$ cat src/rtl/nes_pad_reader_if.sv
// Pad-side signal bundle of the NES gamepad reader.
// The reader drives the strobes and the button byte; the pad/consumer side drives serial data.
interface nes_pad_reader_if;
   logic       I_DATA;
   logic       O_LATCH;
   logic       O_PULSE;
   logic [7:0] O_BUTTONS;
   logic       O_FRAME_DONE;
   logic       O_BUSY;

   modport master (
      input  I_DATA,
      output O_LATCH,
      output O_PULSE,
      output O_BUTTONS,
      output O_FRAME_DONE,
      output O_BUSY
   );

   modport slave (
      output I_DATA,
      input  O_LATCH,
      input  O_PULSE,
      input  O_BUTTONS,
      input  O_FRAME_DONE,
      input  O_BUSY
   );
endinterface

$ cat src/rtl/nes_pad_reader.sv
// Serial front end for an NES-style gamepad: strobes LATCH/PULSE, shifts in 8 buttons and
// publishes an optionally debounced active-low byte {START,SELECT,B,A,DOWN,UP,LEFT,RIGHT}.
module nes_pad_reader #(
   parameter int unsigned P_TICK_CYCLES   = 198,
   parameter int unsigned P_POLL_TICKS    = 2778,
   parameter int unsigned P_REQUIRE_MATCH = 1
) (
   input  logic                    I_CLK,
   input  logic                    I_RESET,
   nes_pad_reader_if.master        io_pad
);

   localparam int unsigned LP_TICK_W = (P_TICK_CYCLES > 1) ? $clog2(P_TICK_CYCLES) : 1;
   localparam int unsigned LP_POLL_W = $clog2(P_POLL_TICKS + 1);
   localparam logic [LP_TICK_W-1:0] LP_TICK_MAX = LP_TICK_W'(P_TICK_CYCLES - 1);
   localparam logic [LP_POLL_W-1:0] LP_POLL_MAX = LP_POLL_W'(P_POLL_TICKS - 1);
   localparam bit LP_MATCH = (P_REQUIRE_MATCH != 0);

   typedef enum logic [2:0] {
      S_IDLE  = 3'd0,
      S_LATCH = 3'd1,
      S_LOW   = 3'd2,
      S_HIGH  = 3'd3,
      S_DONE  = 3'd4
   } state_t;

   // Pad shifts A,B,SELECT,START,UP,DOWN,LEFT,RIGHT; map shift index to output bit position.
   function automatic logic [2:0] f_map(input logic [2:0] i_idx);
      case (i_idx)
         3'd0:    f_map = 3'd4;
         3'd1:    f_map = 3'd5;
         3'd2:    f_map = 3'd6;
         3'd3:    f_map = 3'd7;
         3'd4:    f_map = 3'd2;
         3'd5:    f_map = 3'd3;
         3'd6:    f_map = 3'd1;
         default: f_map = 3'd0;
      endcase
   endfunction

   logic [1:0]           r_sync;
   logic [LP_TICK_W-1:0] r_tick_cnt;
   logic [LP_POLL_W-1:0] r_poll_cnt;
   logic [2:0]           r_bit_idx;
   logic                 r_phase;
   state_t               r_state;
   logic [7:0]           r_raw;
   logic [7:0]           r_prev;
   logic [7:0]           r_buttons;
   logic                 r_latch;
   logic                 r_pulse;
   logic                 r_frame_done;
   logic                 r_busy;

   logic                 w_tick;
   logic                 w_sync_data;
   state_t               w_state_nxt;
   logic [LP_POLL_W-1:0] w_poll_nxt;
   logic [2:0]           w_bit_idx_nxt;
   logic                 w_phase_nxt;
   logic [7:0]           w_raw_nxt;
   logic [7:0]           w_prev_nxt;
   logic [7:0]           w_buttons_nxt;

   assign w_tick      = (r_tick_cnt == LP_TICK_MAX);
   assign w_sync_data = r_sync[1];

   // Free-running protocol tick divider and input synchronizer
   always_ff @(posedge I_CLK) begin
      if (I_RESET) begin
         r_tick_cnt <= '0;
         r_sync     <= 2'b11;
      end else begin
         r_tick_cnt <= w_tick ? '0 : r_tick_cnt + LP_TICK_W'(1);
         r_sync     <= {r_sync[0], io_pad.I_DATA};
      end
   end

   always_comb begin
      w_state_nxt   = r_state;
      w_poll_nxt    = r_poll_cnt;
      w_bit_idx_nxt = r_bit_idx;
      w_phase_nxt   = r_phase;
      w_raw_nxt     = r_raw;
      w_prev_nxt    = r_prev;
      w_buttons_nxt = r_buttons;
      case (r_state)
         S_IDLE: begin
            if (w_tick) begin
               if (r_poll_cnt == LP_POLL_MAX) begin
                  w_poll_nxt  = '0;
                  w_state_nxt = S_LATCH;
               end else begin
                  w_poll_nxt  = r_poll_cnt + LP_POLL_W'(1);
               end
            end
         end
         S_LATCH: begin
            if (w_tick) begin
               if (r_phase) begin
                  w_phase_nxt   = 1'b0;
                  w_bit_idx_nxt = 3'd0;
                  w_state_nxt   = S_LOW;
               end else begin
                  w_phase_nxt   = 1'b1;
               end
            end
         end
         S_LOW: begin
            if (w_tick) begin
               w_raw_nxt[f_map(r_bit_idx)] = w_sync_data;
               w_state_nxt = (r_bit_idx == 3'd7) ? S_DONE : S_HIGH;
            end
         end
         S_HIGH: begin
            if (w_tick) begin
               w_bit_idx_nxt = r_bit_idx + 3'd1;
               w_state_nxt   = S_LOW;
            end
         end
         S_DONE: begin
            // Debounce: publish only when two consecutive frames agree
            if (!LP_MATCH || (r_raw == r_prev)) begin
               w_buttons_nxt = r_raw;
            end
            w_prev_nxt  = r_raw;
            w_state_nxt = S_IDLE;
         end
         default: w_state_nxt = S_IDLE;
      endcase
   end

   // Strobes decoded from next state so they line up with the state register
   always_ff @(posedge I_CLK) begin
      if (I_RESET) begin
         r_state      <= S_IDLE;
         r_poll_cnt   <= '0;
         r_bit_idx    <= 3'd0;
         r_phase      <= 1'b0;
         r_raw        <= 8'hFF;
         r_prev       <= 8'hFF;
         r_buttons    <= 8'hFF;
         r_latch      <= 1'b0;
         r_pulse      <= 1'b0;
         r_frame_done <= 1'b0;
         r_busy       <= 1'b0;
      end else begin
         r_state      <= w_state_nxt;
         r_poll_cnt   <= w_poll_nxt;
         r_bit_idx    <= w_bit_idx_nxt;
         r_phase      <= w_phase_nxt;
         r_raw        <= w_raw_nxt;
         r_prev       <= w_prev_nxt;
         r_buttons    <= w_buttons_nxt;
         r_latch      <= (w_state_nxt == S_LATCH);
         r_pulse      <= (w_state_nxt == S_HIGH);
         r_frame_done <= (w_state_nxt == S_DONE);
         r_busy       <= (w_state_nxt != S_IDLE);
      end
   end

   assign io_pad.O_LATCH      = r_latch;
   assign io_pad.O_PULSE      = r_pulse;
   assign io_pad.O_BUTTONS    = r_buttons;
   assign io_pad.O_FRAME_DONE = r_frame_done;
   assign io_pad.O_BUSY       = r_busy;

endmodule
$ cat src/flat_wrapper.sv
// flat-port wrapper written by rule: the top's interface ports become plain ports
module nes_pad_reader_flat 
#(
   parameter int unsigned P_TICK_CYCLES   = 198,
   parameter int unsigned P_POLL_TICKS    = 2778,
   parameter int unsigned P_REQUIRE_MATCH = 1
)
  (I_CLK, I_RESET, io_pad_I_DATA, io_pad_O_LATCH, io_pad_O_PULSE, io_pad_O_BUTTONS, io_pad_O_FRAME_DONE, io_pad_O_BUSY);
  nes_pad_reader_if io_pad_i ();
  input  logic I_CLK;
  input  logic I_RESET;
  input wire logic [$bits(io_pad_i.I_DATA)-1:0] io_pad_I_DATA;
  output wire logic [$bits(io_pad_i.O_LATCH)-1:0] io_pad_O_LATCH;
  output wire logic [$bits(io_pad_i.O_PULSE)-1:0] io_pad_O_PULSE;
  output wire logic [$bits(io_pad_i.O_BUTTONS)-1:0] io_pad_O_BUTTONS;
  output wire logic [$bits(io_pad_i.O_FRAME_DONE)-1:0] io_pad_O_FRAME_DONE;
  output wire logic [$bits(io_pad_i.O_BUSY)-1:0] io_pad_O_BUSY;
  assign io_pad_i.I_DATA = io_pad_I_DATA;
  assign io_pad_O_LATCH = io_pad_i.O_LATCH;
  assign io_pad_O_PULSE = io_pad_i.O_PULSE;
  assign io_pad_O_BUTTONS = io_pad_i.O_BUTTONS;
  assign io_pad_O_FRAME_DONE = io_pad_i.O_FRAME_DONE;
  assign io_pad_O_BUSY = io_pad_i.O_BUSY;
  nes_pad_reader #(.P_TICK_CYCLES(P_TICK_CYCLES), .P_POLL_TICKS(P_POLL_TICKS), .P_REQUIRE_MATCH(P_REQUIRE_MATCH)) u_core (.I_CLK(I_CLK), .I_RESET(I_RESET), .io_pad(io_pad_i));
endmodule
$ cat config.mk
export PLATFORM = sky130hd
export DESIGN_NAME = nes_pad_reader_flat
export DESIGN_NICKNAME = d
export VERILOG_FILES = /design/src/rtl/nes_pad_reader_if.sv /design/src/rtl/nes_pad_reader.sv /design/src/flat_wrapper.sv
export SDC_FILE = /design/constraint.sdc
export NUM_CORES = 1
export LEC_CHECK = 0
export CAP_MARGIN = 20
export CORE_MARGIN = 3
export CORE_UTILIZATION = 59
export DETAILED_ROUTE_END_ITERATION = 12
export PLACE_DENSITY = 0.79
export SETUP_SLACK_MARGIN = 0.05
export SLEW_MARGIN = 0
export SYNTH_ARGS = -nofsm -noshare
export SYNTH_HDL_FRONTEND = slang
export SYNTH_SLANG_ARGS = --single-unit
$ cat constraint.sdc
create_clock -name I_CLK -period 2.1 [get_ports I_CLK]
set_clock_uncertainty 0.05 [all_clocks]
set_input_delay 0.21 -clock I_CLK [delete_from_list [all_inputs] [get_ports I_CLK]]
set_output_delay 0.21 -clock I_CLK [all_outputs]
set_load 0.02 [all_outputs]
=== After elaboration in Yosys (flattened, before gate mapping) ===
Cells that the tools add are included.

* $add $sub $neg: 3
* Order comparisons: 2
* Equality and inequality tests: 20
* Muxes and demuxes: 20
* Reduce and logical (&&, ||, !) cells: 11

{| class="wikitable"
|+ Operators by type and width
! operator !! number
|-
| $mux 3 || 12
|-
| $pmux 3 s7 || 1
|-
| $eq 3x3->1 const B || 6
|-
| $eq 3x2->1 const B || 5
|-
| $add 12x1->12 const B || 1
|-
| $eq 12x12->1 const B || 1
|-
| $mux 12 || 1
|-
| $pmux 3 s4 || 1
|-
| $eq 3x1->1 const B || 3
|-
| $add 8x1->8 const B || 1
|-
| $bwmux 8 || 1
|-
| $eq 8x8->1 || 1
|-
| $eq 8x8->1 const B || 1
|-
| $reduce_and 2->1 || 4
|-
| $logic_not 3->1 || 2
|-
| $ne 2x1->1 const B || 3
|-
| $pmux 3 s2 || 1
|-
| $lt 3x4->1 const B || 1
|-
| $reduce_and 4->1 || 1
|-
| $add 3x1->3 const B || 1
|-
| $demux 1 s3 || 1
|-
| $ge 3x1->1 const B || 1
|-
| $reduce_bool 3->1 || 1
|-
| $mux 1 || 2
|-
| 3 further kinds || 3
|}

* Register bits after elaboration: 57
* Bits of input ports: 3
* Output and inout port bits: 12
* Logic and storage cells: 69

=== Depth between registers and ports, before layout ===
Gate-level depths: netlist (run 1).

* Depth in word-level cells: 9
* Mapped depth: 7

=== Least setup slack after synthesis (run 1) ===
No wires, ideal clock.

* Kind: reg2reg
* Start point: register u_core.r_bit_idx[0]
* End point: register u_core.r_raw[0]
* Arrival: 1.502 ns
* Slack: 0.412 ns
* Stages on the path, launching flop included: 6
* Buffers on the path: 0
* Period minus slack after synthesis: 1.688 ns
* Cells stage by stage: dfxtp_1 -> ha_1 -> ha_1 -> a2111oi_0 -> nand3_1 -> mux2i_1

* Cells in the longest elaborated chain, start to end: 9
* Elaborated cells on any way between the ends: 16
* Those cells by class: 2 x order compare; 6 x eq/ne; 6 x mux; 2 x reduce/logical

{| class="wikitable"
|+ Ends and longest elaborated chain
! what !! RTL line !! text
|-
| from (decl) || nes_pad_reader.sv:44 || <nowiki>logic [2:0] r_bit_idx;</nowiki>
|-
| from (signal assigned) || nes_pad_reader.sv:150 || <nowiki>r_bit_idx <= w_bit_idx_nxt;</nowiki>
|-
| $eq 3x3->1 (tied with other cells) || nes_pad_reader.sv:29 || <nowiki>case (i_idx)</nowiki>
|-
| $pmux 3 s7 (*) || nes_pad_reader.sv:29 ||
|-
| $mux 3 (*) || nes_pad_reader.sv:110 || <nowiki>if (w_tick) begin</nowiki>
|-
| $mux 3 (*) || nes_pad_reader.sv:87 || <nowiki>case (r_state)</nowiki>
|-
| $lt 3x4->1 (not written as such) / $ge 3x1->1 (equally long branches) || nes_pad_reader.sv:111 || <nowiki>w_raw_nxt[f_map(r_bit_idx)] = w_sync_data;</nowiki>
|-
| $logic_and 1x1->1 (not written as such) || nes_pad_reader.sv:111 ||
|-
| $mux 1 (not written as such) || nes_pad_reader.sv:111 ||
|-
| $demux 1 s3 (*) || -- ||
|-
| $bwmux 8 (*) || nes_pad_reader.sv:111 ||
|-
| to (signal assigned) || nes_pad_reader.sv:152 || <nowiki>r_raw <= w_raw_nxt;</nowiki>
|-
| to (decl) || nes_pad_reader.sv:47 || <nowiki>logic [7:0] r_raw;</nowiki>
|}

Every way passes the cells marked *; elsewhere a longest branch is shown, timed or not. The select of a mux whose other input is x is not followed.
A chain may end at the register's enable or synchronous reset.

=== Worst setup path in the final report (run 1) ===
* Start point: register u_core.r_bit_idx[2]
* End point: register u_core.r_raw[1]

The elaborated chain is that of the path after synthesis.

==> results.sh, run 1 <==
export IMPL_status="finished, final reports clean"
export IMPL_max_freq_mhz=506.6
export IMPL_grt_pass1_wl_mm=9.135
export IMPL_syn_mean_instance_area_um2=9.265
export IMPL_startpoint="u_core.r_bit_idx[2]"
export IMPL_path_clk_slew_ns=0.07
export IMPL_ys_warn_count=0
export IMPL_setup_viol=0
export IMPL_critPathArrivalTime_ns=2.11
export IMPL_core_mm2=0.004173
export IMPL_seqCellArea_mm2=0.001141
export IMPL_hold_buffers=0
export IMPL_syn_to_final_growth_pct=17.24
export IMPL_syn_inst=289
export IMPL_wl_mm=5.435
export IMPL_ys_flop_type="dfxtp_1"
export IMPL_clock_sinks=57
export IMPL_initialDrtViolationCount=117
export IMPL_cts_root_buf="clkbuf_8"
export IMPL_p_leak_uw=0.001213
export IMPL_diodes=0
export IMPL_gp_congestion=0.8054
export IMPL_path_cells="inv_1, ha_1, a2111oi_1, nand3_1, mux2i_1"
export IMPL_critPathCaptureType="register"
export IMPL_htreeDepth=3
export IMPL_seq_power_share_pct=50.0
export IMPL_ys_ff_latch=57
export IMPL_period_needed_ns=1.974
export IMPL_cts_buffer_depth=2
export IMPL_port_buffer_count=14
export IMPL_multi_input_area_mm2=0.001451
export IMPL_viasPerCell=5.696
export IMPL_yosysMostFrequentCell="dfxtp_1"
export IMPL_synthDistinctLibCells=49
export IMPL_clkPwrFrac_pct=47.9
export IMPL_netlist_top_cells_count="dfxtp_1, nor2_1, nand2_1"
export IMPL_place_ws_ns=0.09454
export IMPL_yosysTopAreaCell="dfxtp_1"
export IMPL_drive_above_1_share_pct=12.73
export IMPL_post_route_drc_count=0
export IMPL_initial_core_util_pct=64.17
export IMPL_min_period_over_period_pct=94.00
export IMPL_wl_per_cell_um=14.61
export IMPL_syn_cell_area_mm2=0.002678
export IMPL_switching_share_pct=21.71
export IMPL_place_area_mm2=0.002903
export IMPL_tightest_slew_ns=0.6485
export IMPL_crit_slowest_cell="a2111oi_1"
export IMPL_synth_top_area_share_pct=42.62
export IMPL_hold_viol_final=0
export IMPL_synthTopCellsByArea="dfxtp_1, mux2i_1, ha_1"
export IMPL_setup_slack_ns=0.1260
export IMPL_grt_max_degree=24
export IMPL_peakVddDrop_uv=621.8
export IMPL_max_stage_delay_ns=0.58
export IMPL_firstDrtPassIters=4
export IMPL_syn_num_nets=302
export IMPL_synth_edf_count=0
export IMPL_final_area_mm2=0.003139
export IMPL_start_kind="register"
export IMPL_antenna_found_initial=0
export IMPL_finalPower_uw=2190
export IMPL_switching_power_uw=475.4
export IMPL_worst_skew_pair_late_latency_ns=0.34
export IMPL_ant_nets=0
export IMPL_hpwl_mm=3.893
export IMPL_internal_power_uw=1714
export IMPL_ys_async_sr_fraction_pct=0
export IMPL_rows=23
export IMPL_vias=2119
export IMPL_cp_max_fo=6
export IMPL_die_area_mm2=0.005382
export IMPL_nFillCells=316
export IMPL_drv_slew=0
export IMPL_grt_total_usage_pct=22.19
export IMPL_pin_count=15
export IMPL_critical_path_class="reg -> reg"
export IMPL_relSlewSlack_pct=56.60
export IMPL_cts_tree="done"
export IMPL_dieWidth_um=73.37
export IMPL_holdWs_ns=0.3596
export IMPL_seq_area_frac_synth_pct=42.62
export IMPL_fin_tns_setup_ns=0
export IMPL_rr_startpoint="u_core.r_bit_idx[2]"
export IMPL_cap_violations=0
export IMPL_combPwrFrac_pct=2.1
export IMPL_die_height_um=73.37
export IMPL_worstHoldStart="u_core.r_sync[0]"
export IMPL_rsz0062_at_grt="true"
export IMPL_critPathRequiredTime_ns=2.24
export IMPL_cts_buffers=9
export IMPL_first_global_vias=2031
export IMPL_p_per_area_mw_per_mm2=697.6
export IMPL_worstHoldPathType="reg -> reg"
export IMPL_grt_ovfl_total=0
export IMPL_fin_nets=330
[worst max-delay path: cells and delay by family (launching register included)]
kind	cells	cell delay, ns
DFF	1	0.44
AOI/OAI and AO/OA	1	0.58
and+or+nand+nor	1	0.20
buffers and inverters	1	0.12
muxes	1	0.16
adders and majority gates	1	0.28
[per-layer routing]
| metal | up-vias | part of all wire, % | track usage [%] | wire length [um] |
|---|---|---|---|---|
| met1 | 993 | 47 | 27.21 | 2545 |
| met3 | 8 | 3.6 | 5.198 | 198 |
| li1 | 1080 | - | - | - |
| met4 | 0 | 1.8 | 13.08 | 97 |
| met2 | 38 | 48 | 35.35 | 2593 |
| met5 | - | 0 | 0 | 0 |
[sequential cells by signal, summed over array words and instances, names as in the netlist]
| name | flops |
|---|---|
| u_core.r_phase | 1 |
| u_core.io_pad.O_LATCH | 1 |
| u_core.r_prev | 8 |
| u_core.io_pad.O_FRAME_DONE | 1 |
| u_core.r_state | 3 |
| u_core.io_pad.O_BUSY | 1 |
| u_core.r_bit_idx | 3 |
| u_core.r_poll_cnt | 12 |
| u_core.io_pad.O_BUTTONS | 8 |
| u_core.r_raw | 8 |
| u_core.r_tick_cnt | 8 |
| u_core.io_pad.O_PULSE | 1 |
| u_core.r_sync | 2 |
[what timing repair did]
item	in CTS	in global routing
setup buffers	0	4
gates resized for setup	0	1
endpoints found under the setup margin	0	4
[final timing paths]
check	endpoint	slack [ns]	cells after the start
worst max-delay path	u_core.r_raw[1]	0.13	5
worst min-delay path	u_core.r_sync[1]	0.36	1
worst max register to register	u_core.r_raw[1]	0.13	5
worst min register to register	u_core.r_sync[1]	0.36	1
[power by group through the flow]
| stage | clock network [uW] | logic [uW] | registers [uW] |
|---|---|---|---|
| CTS | 1070 | 46.3 | 1090 |
| global route | 1130 | 51.7 | 1100 |
| detailed placement | 0 | 46.0 | 1120 |
| finish | 1050 | 46.2 | 1090 |
| floorplan | 0 | 32.6 | 1120 |
| global placement | 0 | 45.6 | 1120 |
[logic make-up after synthesis]
kind of cell	synth area share, %
AND/OR/NAND/NOR	29.44
flip-flops	42.62
AO/OA/AOI/OAI	8.832
buffers and inverters	3.224
XOR/XNOR	5.233
multiplexers	5.981
adder cells (fa/ha/maj)	4.673
[through the flow]
stage,util (%),cells
2_1_floorplan,-,289
3_3_place_gp,69.57,352
3_5_place_dp,69.57,352
4_1_cts,74.48,368
5_1_grt,75.23,372
6_report,75.23,372
[cell type report]
class                   instances  area share, %
multi-input cells             212          46.23
flip-flops and latches         57          36.35
repair buffers                 28          7.812
clock buffers                  11          4.823
well taps                      50          1.993
clock inverters                 5          1.714
inverters                       9          1.076
[placed cells by master (no fill, tap or decap), drive strengths merged, types with 11 or more instances in the layout]
cell type and instances:
nand3 15, buf 14, nor2 33, clkdlybuf4s50 14
clkbuf 11, nand3b 11, dfxtp 57, mux2i 16
xnor2 11, nand2 22, a21oi 11
Note: power is estimated with default switching activity, not from simulation.
==> inputs of run 2 (changes only) <==
--- a/config.mk
+++ b/config.mk
@@ -9,9 +9,9 @@
 export CORE_MARGIN = 3
 export CORE_UTILIZATION = 59
 export DETAILED_ROUTE_END_ITERATION = 12
+export GPL_ROUTABILITY_DRIVEN = 0
 export PLACE_DENSITY = 0.79
 export SETUP_SLACK_MARGIN = 0.05
-export SLEW_MARGIN = 0
 export SYNTH_ARGS = -nofsm -noshare
 export SYNTH_HDL_FRONTEND = slang
 export SYNTH_SLANG_ARGS = --single-unit
==> results of run 2 <==
The final DEF is identical to that of run 1; final timing and power are the same.
